$ cat src/rtl/matrix_pkg.sv
// Shared types and fixed-point helpers for the streaming NxN matrix multiplier.
// Narrowing mode is selected by MATRIX_NXN_SAT_EN in the MAC lane.
package matrix_pkg;

    typedef enum logic [1:0] {StIdle, StLoad, StCompute, StOutput} state_e;

    // Widest accumulator the helpers handle; callers pass their real width.
    localparam int unsigned MaxAccW = 64;

    typedef struct packed {
        logic               ovf;
        logic [MaxAccW-1:0] val;
    } fxp_res_t;

    function automatic int unsigned calc_acc_w(input int unsigned w, input int unsigned n);
        return 2 * w + $clog2(n);
    endfunction

    // Sign-extend from acc_w bits, then round half toward +inf and drop frac bits.
    function automatic logic signed [MaxAccW-1:0] fxp_round(input logic [MaxAccW-1:0] acc,
                                                            input int unsigned frac,
                                                            input int unsigned acc_w);
        logic signed [MaxAccW-1:0] s;
        logic signed [MaxAccW-1:0] half;
        s    = $signed(acc << (MaxAccW - acc_w)) >>> (MaxAccW - acc_w);
        half = $signed(MaxAccW'(1) << (frac - 1));
        return (s + half) >>> frac;
    endfunction

    function automatic fxp_res_t fxp_round_sat(input logic [MaxAccW-1:0] acc,
                                               input int unsigned w,
                                               input int unsigned frac,
                                               input int unsigned acc_w);
        fxp_res_t                  res;
        logic signed [MaxAccW-1:0] r;
        logic signed [MaxAccW-1:0] hi;
        logic signed [MaxAccW-1:0] lo;
        r       = fxp_round(acc, frac, acc_w);
        hi      = $signed((MaxAccW'(1) << (w - 1)) - MaxAccW'(1));
        lo      = ~hi;
        res.ovf = 1'b0;
        res.val = r;
        if (r > hi) begin
            res.ovf = 1'b1;
            res.val = hi;
        end else if (r < lo) begin
            res.ovf = 1'b1;
            res.val = lo;
        end
        return res;
    endfunction

    function automatic fxp_res_t fxp_round_wrap(input logic [MaxAccW-1:0] acc,
                                                input int unsigned w,
                                                input int unsigned frac,
                                                input int unsigned acc_w);
        fxp_res_t res;
        res.ovf = 1'b0;
        res.val = fxp_round(acc, frac, acc_w) & ((MaxAccW'(1) << w) - MaxAccW'(1));
        return res;
    endfunction

endpackage

$ cat src/rtl/matrix_mac_lane.sv
// One signed multiply-accumulate lane with clear/enable and rounded W-bit output.
// MATRIX_NXN_SAT_EN selects saturating narrowing; otherwise results wrap.
module matrix_mac_lane
    import matrix_pkg::*;
#(
    parameter int unsigned W    = 12,
    parameter int unsigned FRAC = 10,
    parameter int unsigned AccW = 26
) (
    input  logic         clk,
    input  logic         rst_n,
    input  logic         clr,
    input  logic         en,
    input  logic [W-1:0] a,
    input  logic [W-1:0] b,
    output logic [W-1:0] res,
    output logic         ovf
);

    logic signed [2*W-1:0]  prod;
    logic signed [AccW-1:0] acc_q;
    fxp_res_t               rnd;
    logic                   unused_bits;

    assign prod = (2*W)'($signed(a)) * (2*W)'($signed(b));

    always_ff @(posedge clk or negedge rst_n) begin
        if (!rst_n) begin
            acc_q <= '0;
        end else if (clr) begin
            acc_q <= '0;
        end else if (en) begin
            acc_q <= acc_q + AccW'(prod);
        end
    end

    always_comb begin
`ifdef MATRIX_NXN_SAT_EN
        rnd = fxp_round_sat(MaxAccW'(acc_q), W, FRAC, AccW);
`else
        rnd = fxp_round_wrap(MaxAccW'(acc_q), W, FRAC, AccW);
`endif
    end

    assign res         = rnd.val[W-1:0];
    assign ovf         = rnd.ovf;
    assign unused_bits = ^rnd.val[MaxAccW-1:W];

endmodule

$ cat src/rtl/matrix_nxn_mult_stream.sv
// Streaming NxN fixed-point matrix multiplier: serial A/B load, N MAC lanes, one C row per beat.
// MATRIX_NXN_SAT_EN enables saturation and the ovf_out flag.
module matrix_nxn_mult_stream
    import matrix_pkg::*;
#(
    parameter int unsigned N    = 4,
    parameter int unsigned W    = 12,
    parameter int unsigned FRAC = 10
) (
    input  logic                 clk,
    input  logic                 rst_n,
    input  logic                 valid_in,
    output logic                 ready_out,
    input  logic [W-1:0]         a_in,
    input  logic [W-1:0]         b_in,
    output logic                 valid_out,
    input  logic                 ready_in,
    output logic [N*W-1:0]       c_row,
    output logic [$clog2(N)-1:0] c_row_idx,
    output logic                 last_out,
    output logic                 ovf_out
);

    localparam int unsigned AccW = calc_acc_w(W, N);
    localparam int unsigned IdxW = $clog2(N);
    localparam int unsigned KW   = $clog2(N * N);

    state_e          state_q, state_d;
    logic [KW-1:0]   beat_q, beat_d;
    logic [IdxW-1:0] row_q, row_d;
    logic [IdxW-1:0] k_q, k_d;
    logic            done_q, done_d;
    logic            ready_q, ready_d;
    logic            valid_q, valid_d;
    logic [N*W-1:0]  c_row_q, c_row_d;
    logic [IdxW-1:0] idx_q, idx_d;
    logic            last_q, last_d;
    logic            ovf_q, ovf_d;

    logic            wr_en, mac_clr, mac_en;
    logic [W-1:0]    a_mem [N*N];
    logic [W-1:0]    b_mem [N*N];
    logic [KW-1:0]   a_idx;
    logic [N*W-1:0]  lane_flat;
    logic [N-1:0]    lane_ovf;

    // Element storage has no reset: contents are don't-care until reloaded.
    always_ff @(posedge clk) begin
        if (wr_en) begin
            a_mem[beat_q] <= a_in;
            b_mem[beat_q] <= b_in;
        end
    end

    assign a_idx = KW'(row_q) * KW'(N) + KW'(k_q);

    for (genvar j = 0; j < N; j++) begin : g_lane
        logic [KW-1:0] b_idx;
        assign b_idx = KW'(k_q) * KW'(N) + KW'(j);

        matrix_mac_lane #(
            .W    (W),
            .FRAC (FRAC),
            .AccW (AccW)
        ) u_lane (
            .clk   (clk),
            .rst_n (rst_n),
            .clr   (mac_clr),
            .en    (mac_en),
            .a     (a_mem[a_idx]),
            .b     (b_mem[b_idx]),
            .res   (lane_flat[j*W +: W]),
            .ovf   (lane_ovf[j])
        );
    end

    always_ff @(posedge clk or negedge rst_n) begin
        if (!rst_n) begin
            state_q <= StIdle;
            beat_q  <= '0;
            row_q   <= '0;
            k_q     <= '0;
            done_q  <= 1'b0;
            ready_q <= 1'b0;
            valid_q <= 1'b0;
            c_row_q <= '0;
            idx_q   <= '0;
            last_q  <= 1'b0;
            ovf_q   <= 1'b0;
        end else begin
            state_q <= state_d;
            beat_q  <= beat_d;
            row_q   <= row_d;
            k_q     <= k_d;
            done_q  <= done_d;
            ready_q <= ready_d;
            valid_q <= valid_d;
            c_row_q <= c_row_d;
            idx_q   <= idx_d;
            last_q  <= last_d;
            ovf_q   <= ovf_d;
        end
    end

    always_comb begin
        state_d = state_q;
        beat_d  = beat_q;
        row_d   = row_q;
        k_d     = k_q;
        done_d  = done_q;
        ready_d = ready_q;
        valid_d = valid_q;
        c_row_d = c_row_q;
        idx_d   = idx_q;
        last_d  = last_q;
        ovf_d   = ovf_q;
        wr_en   = 1'b0;
        mac_clr = 1'b0;
        mac_en  = 1'b0;
        unique case (state_q)
            StIdle: begin
                state_d = StLoad;
                ready_d = 1'b1;
                beat_d  = '0;
            end
            StLoad: begin
                if (valid_in && ready_q) begin
                    wr_en  = 1'b1;
                    beat_d = beat_q + 1'b1;
                    if (beat_q == KW'(N * N - 1)) begin
                        state_d = StCompute;
                        ready_d = 1'b0;
                        beat_d  = '0;
                        row_d   = '0;
                        k_d     = '0;
                        done_d  = 1'b0;
                        mac_clr = 1'b1;
                    end
                end
            end
            StCompute: begin
                // N MAC cycles, then one cycle to capture the narrowed row.
                if (!done_q) begin
                    mac_en = 1'b1;
                    k_d    = k_q + 1'b1;
                    if (k_q == IdxW'(N - 1)) begin
                        done_d = 1'b1;
                        k_d    = '0;
                    end
                end else begin
                    state_d = StOutput;
                    valid_d = 1'b1;
                    c_row_d = lane_flat;
                    idx_d   = row_q;
                    last_d  = (row_q == IdxW'(N - 1));
                    ovf_d   = |lane_ovf;
                end
            end
            StOutput: begin
                if (ready_in) begin
                    valid_d = 1'b0;
                    if (row_q != IdxW'(N - 1)) begin
                        state_d = StCompute;
                        row_d   = row_q + 1'b1;
                        k_d     = '0;
                        done_d  = 1'b0;
                        mac_clr = 1'b1;
                    end else begin
                        state_d = StLoad;
                        ready_d = 1'b1;
                        row_d   = '0;
                    end
                end
            end
            default: state_d = StIdle;
        endcase
    end

    assign ready_out = ready_q;
    assign valid_out = valid_q;
    assign c_row     = c_row_q;
    assign c_row_idx = idx_q;
    assign last_out  = last_q;
    assign ovf_out   = ovf_q;

endmodule

$ cat config.mk
export PLATFORM = sky130hd
export DESIGN_NAME = matrix_nxn_mult_stream
export DESIGN_NICKNAME = d
export VERILOG_FILES = /design/src/rtl/matrix_pkg.sv /design/src/rtl/matrix_mac_lane.sv /design/src/rtl/matrix_nxn_mult_stream.sv
export SDC_FILE = /design/constraint.sdc
export NUM_CORES = 2
export LEC_CHECK = 0
export BUFFER_PORTS_ARGS = -buffer_cell sky130_fd_sc_hd__buf_2
export CORE_MARGIN = 4
export CORE_UTILIZATION = 60
export CTS_BUF_LIST = sky130_fd_sc_hd__clkbuf_8
export DETAILED_ROUTE_END_ITERATION = 8
export GPL_ROUTABILITY_DRIVEN = 0
export PLACE_DENSITY = 0.77
export SLEW_MARGIN = 20
export SYNTH_ARGS = -nofsm -noshare
export SYNTH_HDL_FRONTEND = slang
export SYNTH_HIERARCHICAL = 1
export SYNTH_SLANG_ARGS = --single-unit
$ cat constraint.sdc
create_clock -name clk -period 6.9 [get_ports clk]
set_input_delay 0.345 -clock clk [delete_from_list [all_inputs] [get_ports clk]]
set_output_delay 0.345 -clock clk [all_outputs]
set_load 0.02 [all_outputs]
[After elaboration in Yosys (flattened, before gate mapping)]
Memory sizes are Yosys's and may differ from the RTL's.
Index checks and enable logic that the tools add are counted.
Word-level totals
  memory bits (writable): 384
  flip-flop bits (word level): 168
  input bits: 28
  memories kept: 2
  word-level logic and storage cells: 116
  output and inout bits: 54
Memory list
  a_mem: depth 16, bits a word 12, rd ports 1, clocked after Yosys merged registers in 0, wr ports 1, line matrix_nxn_mult_stream.sv:41  | logic [W-1:0] a_mem [N*N];
  b_mem: depth 16, bits a word 12, rd ports 4, clocked after Yosys merged registers in 0, wr ports 1, line matrix_nxn_mult_stream.sv:42  | logic [W-1:0] b_mem [N*N];
Operators by class
  mux-type cells: 51
  $mul: 4
  add/sub/neg operators: 15
  equal/unequal tests: 14
  reductions and logical operators: 16
Operators with widths (count)
  26-bit 2-to-1 mux: 8
  26-bit by 24-bit adder with 26-bit output: 4
  12-bit by 12-bit multiplier with 24-bit output: 4
  22-bit by 11-bit adder with 22-bit output (second input constant): 4
  2-bit 2-to-1 mux: 13
  1-bit 2-to-1 mux: 20
  2-bit != test (second input constant): 8
  5-bit AND reduction: 2
  4-bit by 1-bit adder with 4-bit output (second input constant): 2
  4-bit by 2-bit adder with 4-bit output (second input constant): 2
  2-bit == test (second input constant): 4
  4-bit 2-to-1 mux: 2
  2-bit one-hot mux with 4 select lines: 1
  4-bit one-hot mux with 2 select lines: 1
  4-bit AND reduction: 2
  2-bit nonzero test: 4
  1-bit one-hot mux with 3 select lines: 2
  2-bit one-hot mux with 3 select lines: 1
  6-bit AND reduction: 1
  3-bit nonzero test: 2
  2-bit by 1-bit adder with 2-bit output (second input constant): 2
  4-bit by 2-bit adder with 4-bit output: 1
  4-bit == test (second input constant): 1
  1-bit one-hot mux with 2 select lines: 2
  6 further kinds: 7

[Depth between registers and ports, before layout]
An unclocked memory read counts as a cell.
  depth after elaboration: 6
  gate-level depth with buffers: 25
  mapped depth without buffers: 23

[Hierarchy]
The synthesis kept the hierarchy.
Modules (own cells, without submodules)
  matrix_nxn_mult_stream: sequential area each 13157.6 um2, instances 1, area each 16869.9 um2, cells an instance 752
  matrix_mac_lane (g_lane[3].u_lane): sequential area each 550.5 um2, instances 1, area each 6911.6 um2, cells an instance 736
  matrix_mac_lane (g_lane[0].u_lane): sequential area each 550.5 um2, instances 1, area each 6809.0 um2, cells an instance 714
  matrix_mac_lane (g_lane[1].u_lane): sequential area each 550.5 um2, instances 1, area each 6802.8 um2, cells an instance 719
  matrix_mac_lane (g_lane[2].u_lane): sequential area each 550.5 um2, instances 1, area each 6785.3 um2, cells an instance 713

[Worst setup path after synthesis]
Ideal clock, no wire load.
  path kind: flip-flop to flip-flop
  start: register k_q[0]
  end: register g_lane[0].u_lane.acc_q[20]
  cell stages (with the launch flop): 24
  path buffers: 3
  path slack: 119 ps
  data required time: 6778 ps
  setup time: 122 ps
  arrival: 6659 ps
  period minus slack after synthesis: 6781 ps
  cells stage by stage: dfrtp_1 buf_6 buf_6 mux4_2 a22oi_1 nand2_1 clkbuf_1 and2_1 fa_1 inv_1 fa_1 inv_1 fa_1 fa_1 fa_1 fa_1 ha_1 o21a_1 o21a_1 o21a_1 a41oi_2 a211oi_1 or3_1 a32o_1
Between the ends
  word-level cells in the longest chain between the ends: 6
  elaborated cells on any way between the ends: 7
  classes of those cells: add/sub: 2; mul: 1; mux: 2; memory: 2
Ends and longest elaborated chain
  start: declaration: line matrix_nxn_mult_stream.sv:31  | logic [IdxW-1:0] k_q, k_d;
  start signal: assignment: line matrix_nxn_mult_stream.sv:94  | k_q <= k_d;
  4-bit by 2-bit adder with 4-bit output: line matrix_nxn_mult_stream.sv:55  | assign a_idx = KW'(row_q) * KW'(N) + KW'(k_q);
  memory read 16 x 12 bit
  12-bit by 12-bit multiplier with 24-bit output *: line matrix_mac_lane.sv:25  | assign prod = (2*W)'($signed(a)) * (2*W)'($signed(b));
  26-bit by 24-bit adder with 26-bit output *: line matrix_mac_lane.sv:33  | acc_q <= acc_q + AccW'(prod);
  26-bit 2-to-1 mux *: line matrix_mac_lane.sv:32  | end else if (en) begin
  26-bit 2-to-1 mux *: line matrix_mac_lane.sv:30  | end else if (clr) begin
  end signal: assignment: line matrix_mac_lane.sv:33
  end: declaration: line matrix_mac_lane.sv:21  | logic signed [AccW-1:0] acc_q;
Mark *: on every way between the ends. The rest lies on a longest branch, timed or not. The select of a mux whose other input is x is not followed.
A chain may end at the register's enable or synchronous reset.

[Worst setup path in the final report]
  start: register k_q[0]
  end: register g_lane[3].u_lane.acc_q[21]
Between the ends
  word-level cells in the longest chain between the ends: 6
  elaborated cells on any way between the ends: 8
  classes of those cells: add/sub: 3; mul: 1; mux: 2; memory: 2
Ends and longest elaborated chain (line)
  4-bit by 2-bit adder with 4-bit output, on equally long branches: matrix_nxn_mult_stream.sv:55, matrix_nxn_mult_stream.sv:59
  memory read 16 x 12 bit, on equally long branches
  12-bit by 12-bit multiplier with 24-bit output *: matrix_mac_lane.sv:25
  26-bit by 24-bit adder with 26-bit output *: matrix_mac_lane.sv:33
  26-bit 2-to-1 mux *: matrix_mac_lane.sv:32
  26-bit 2-to-1 mux *: matrix_mac_lane.sv:30
  end signal: assignment: matrix_mac_lane.sv:33
  end: declaration: matrix_mac_lane.sv:21
Marked as above.

==> load_flow_metrics.sql <==
INSERT INTO impl_metrics (metric_group, metric, value, unit) VALUES
('worst_setup_path', 'critical_path.n_buffers_inverters', '6', ''),
('grt', 'overflow_left_after_global_routing', '0', ''),
('worst_setup_path', 'cp_cell_instances', 'buf_12 > clkbuf_16 > mux4_2 > a22oi_2 > nand2_1 > buf_4 > buf_12 > and2_1 > fa_1 > inv_1 > fa_1 > inv_1 > fa_1 > fa_1 > fa_1 > fa_1 > ha_4 > a21o_1 > a31o_2 > a221oi_2 > a21oi_2 > or3_1 > o311ai_1', ''),
('timing', 'final_count_of_hold_timing_violations', '0', ''),
('grt', 'grt_first_pass_wirelength', '160', 'mm'),
('cts', 'clkLatencyLatePin', '0.72', 'ns'),
('power', 'switching_share', '0.230', ''),
('floorplanning', 'design.core.area', '73000', 'um^2'),
('power', 'p_leak', '0.0217', 'uW'),
('synthesis', 'syn-num-nets', '4504', ''),
('synthesis', 'post-synth-top-area-fraction', '0.266', ''),
('placed_design', 'place_inst', '4673', ''),
('synthesis', 'postSynth.asyncResetShare', '0.285', ''),
('outcome', 'run_status', 'finished, final reports clean', ''),
('floorplanning', 'die_area', '78000', 'um^2'),
('worst_setup_path', 'crit_type', 'flip-flop to flip-flop', ''),
('power', 'peakVddDrop', '0.219', 'mV'),
('final_layout', 'layout.cells.non_filler', '4895', ''),
('synthesis', 'avgSynthCellArea', '12.2', 'um^2'),
('cts', 'clkSinkCount', '537', ''),
('final_layout', 'layout.area.seq', '15400', 'um^2'),
('routing', 'detail_route.wirelength', '100', 'mm'),
('cts', 'cts_buffers', '89', ''),
('routing', 'route.detailed.wl_per_inst', '20.5', 'um'),
('power', 'cell_internal_pwr', '4870', 'uW'),
('synthesis', 'ys.warnings.count', '6', ''),
('synthesis', 'netlist_area', '44200', 'um^2'),
('routing', 'num_vias', '28100', ''),
('power', 'p_comb_frac', '0.012', ''),
('power', 'power.sequential.fraction', '0.548', ''),
('final_layout', 'synth_to_final_area_change', '12.2', '%'),
('timing', 'unrepaired_setup_endpoints_after_global_routing', 'yes', ''),
('floorplanning', 'floorplan.initialDensity', '0.606', ''),
('worst_setup_path', 'startpoint_type', 'flip-flop', ''),
('synthesis', 'synth.lib_cells_used.distinct', '88', ''),
('timing', 'finalCriticalPeriod', '6.80', 'ns'),
('timing', 'timing.hold.ws', '0.0545', 'ns'),
('routing', 'antenna_left', '0', ''),
('floorplanning', 'rows', '99', ''),
('timing', 'headroom_to_the_max_slew_limit', '0.373', ''),
('routing', 'detailed_route_vias_per_instance', '5.73', ''),
('cts', 'ctsHtreeMaxLevel', '3', ''),
('worst_hold_path', 'timing.hold.worst.class', 'input pin to flip-flop', ''),
('placed_design', 'post-dp-hpwl', '70.2', 'mm'),
('synthesis', 'synth_edf_count', '384', ''),
('flow_run', 'maximum_capacitance_violations', '0', ''),
('grt', 'grt_util_overall', '0.259', ''),
('timing', 'finalWorstSetupSlack', '0.102', 'ns'),
('final_layout', 'multi_input_comb_area', '26500', 'um^2'),
('floorplanning', 'die_height', '279', 'um'),
('cts', 'cts-root-buf', 'clkbuf_8', ''),
('final_layout', 'fillCellCount', '5050', ''),
('floorplanning', 'io_pins', '82', ''),
('timing', 'finalMaxSlewViolations', '0', ''),
('power', 'power_switching', '1450', 'uW'),
('worst_setup_path', 'slowest_delay', '0.54', 'ns'),
('placed_design', 'buffer_ports.inserted', '81', ''),
('final_layout', 'net_count_final', '4727', ''),
('grt', 'vias_in_the_first_global_route', '30000', ''),
('synthesis', 'postSynthRegisterBits', '537', ''),
('timing', 'max_slew.worst_pin.slew', '0.941', 'ns'),
('grt', 'grt_start_max_net_pins', '67', ''),
('timing', 'setup_tns', '0', 'ns'),
('synthesis', 'synth_sequential_area_ratio', '0.348', ''),
('synthesis', 'synthDominantAreaCellType', 'fa_1', ''),
('cts', 'clkTransAtPathRegs', '0.07', 'ns'),
('cts', 'tritoncts_clock_tree', 'done', ''),
('floorplanning', 'die_w', '279', 'um'),
('cts', 'cts_max_path_buffers', '3', ''),
('timing', 'worst_clock_skew_on_the_final_layout', '0.0421', 'ns'),
('worst_setup_path', 'worst-endpoint-arrival', '7.41', 'ns');
==> kinds of logic (layout without fill, tap and decap cells) <==
family | count (synthesis) | in the layout | share of synthesized area
adders and majority gates | 842 | 842 | 0.338
DFF | 537 | 537 | 0.348
muxes | 193 | 193 | 0.0726
and+or+nand+nor | 898 | 898 | 0.102
other | 4 | 12 | 0.000340
buffers and inverters | 751 | 1045 | 0.0659
xor gates and xnor gates | 146 | 146 | 0.0300
AOI/OAI and AO/OA | 263 | 263 | 0.0434
==> final timing paths <==
kind | startpoint | end | slack, ns | cells past startpoint
hold reg to reg | ovf_out | ovf_out | 0.47 | 2
setup / recovery | k_q[0] | g_lane[3].u_lane/acc_q[21] | 0.10 | 23
setup reg to reg | k_q[0] | g_lane[3].u_lane/acc_q[21] | 0.10 | 23
min in group asynchronous | rst_n | g_lane[1].u_lane/acc_q[19] | 0.13 | 2
max in group asynchronous | rst_n | g_lane[2].u_lane/acc_q[19] | 5.51 | 3
hold / removal | b_in[11] | b_mem[12][11] | 0.05 | 1
==> sequential cells by signal, indices dropped and copies added (netlist names), 2 cells and up <==
name and flops:
g_lane.u_lane/acc_q 88, c_row_idx 2, c_row 48, a_mem 192, beat_q 4, state_q 2
k_q 2, b_mem 192, row_q 2
==> cells in the mapped netlist, types with 22 or more instances <==
library cell	count
nand2b_1	22
o21ai_0	33
nand2_1	323
a22oi_1	24
and2_1	284
nand3_1	37
nor3_1	23
mux2_2	52
inv_1	592
a21oi_1	44
clkbuf_1	122
fa_1	588
a21o_1	27
ha_1	254
nor2_1	132
mux2i_1	45
a211oi_1	27
xor2_1	23
xnor2_1	119
edfxtp_1	384
dfrtp_1	153
mux4_2	94
==> power by group through the flow <==
stage                     logic, uW  registers, uW  clock network [uW]
after detailed placement       63.7           3530                   0
final                          73.2           3460                2790
after floorplan                2.90           3530                   0
after global placement         60.9           3530                   0
after CTS                      73.5           3460                2830
after global routing           82.2           3460                2990
==> layout by cell type, fill, tap and decap left out, types with 80 or more instances in the layout <==
cell type	count
mux4_2	95
inv_1	613
buf_4	147
buf_2	80
xnor2_1	119
fa_1	579
and2_1	270
nor2_1	131
clkbuf_8	93
edfxtp_1	384
nand2_1	308
ha_1	234
dfrtp_1	151
==> worst reg2reg max path: stages (launching register included) <==
cell       delay, ns
dfrtp_4         0.53
buf_12          0.16
clkbuf_16       0.16
mux4_2          0.44
a22oi_2         0.21
nand2_1         0.11
buf_4           0.17
buf_12          0.16
and2_1          0.19
fa_1            0.47
inv_1           0.08
fa_1            0.54
inv_1           0.05
fa_1            0.48
fa_1            0.52
fa_1            0.44
fa_1            0.54
ha_4            0.21
a21o_1          0.17
a31o_2          0.28
a221oi_2        0.27
a21oi_2         0.10
or3_1           0.35
o311ai_1        0.09
==> layer usage <==
| metal | track usage | routed length [um] |
|---|---|---|
| met1 | 0.348 | 38800 |
| met5 | 0 | 37 |
| met3 | 0.0470 | 7760 |
| met4 | 0.0680 | 2490 |
| met2 | 0.443 | 51200 |
==> repair_timing <==
item                                    in CTS  in global routing
pin swaps                                    2                 69
hold endpoints to repair                   250                  0
gates cloned                                 0                  8
hold buffers                                19                  0
gates resized for setup                      8                106
endpoints found under the setup margin      14                 32
buffers inserted                             2                 25
==> final cells by class <==
cell class,count,share of cell area
Antenna cell,8,0.000404
Multi-Input combinational cell,2346,0.535
Clock buffer,93,0.0258
Tap cell,959,0.0242
Timing Repair Buffer,286,0.0505
Clock inverter,69,0.00906
Sequential cell,537,0.310
Inverter,597,0.0452
==> through the flow <==
step,util,cell area (um^2),total power [uW]
after floorplan,-,44200,3530
after global placement,0.639,46600,3590
after detailed placement,0.639,46600,3590
after CTS,0.666,48600,6360
after global routing,0.679,49600,6530
final,0.680,49600,6320
No activity file was read; power rests on OpenSTA's default activity.
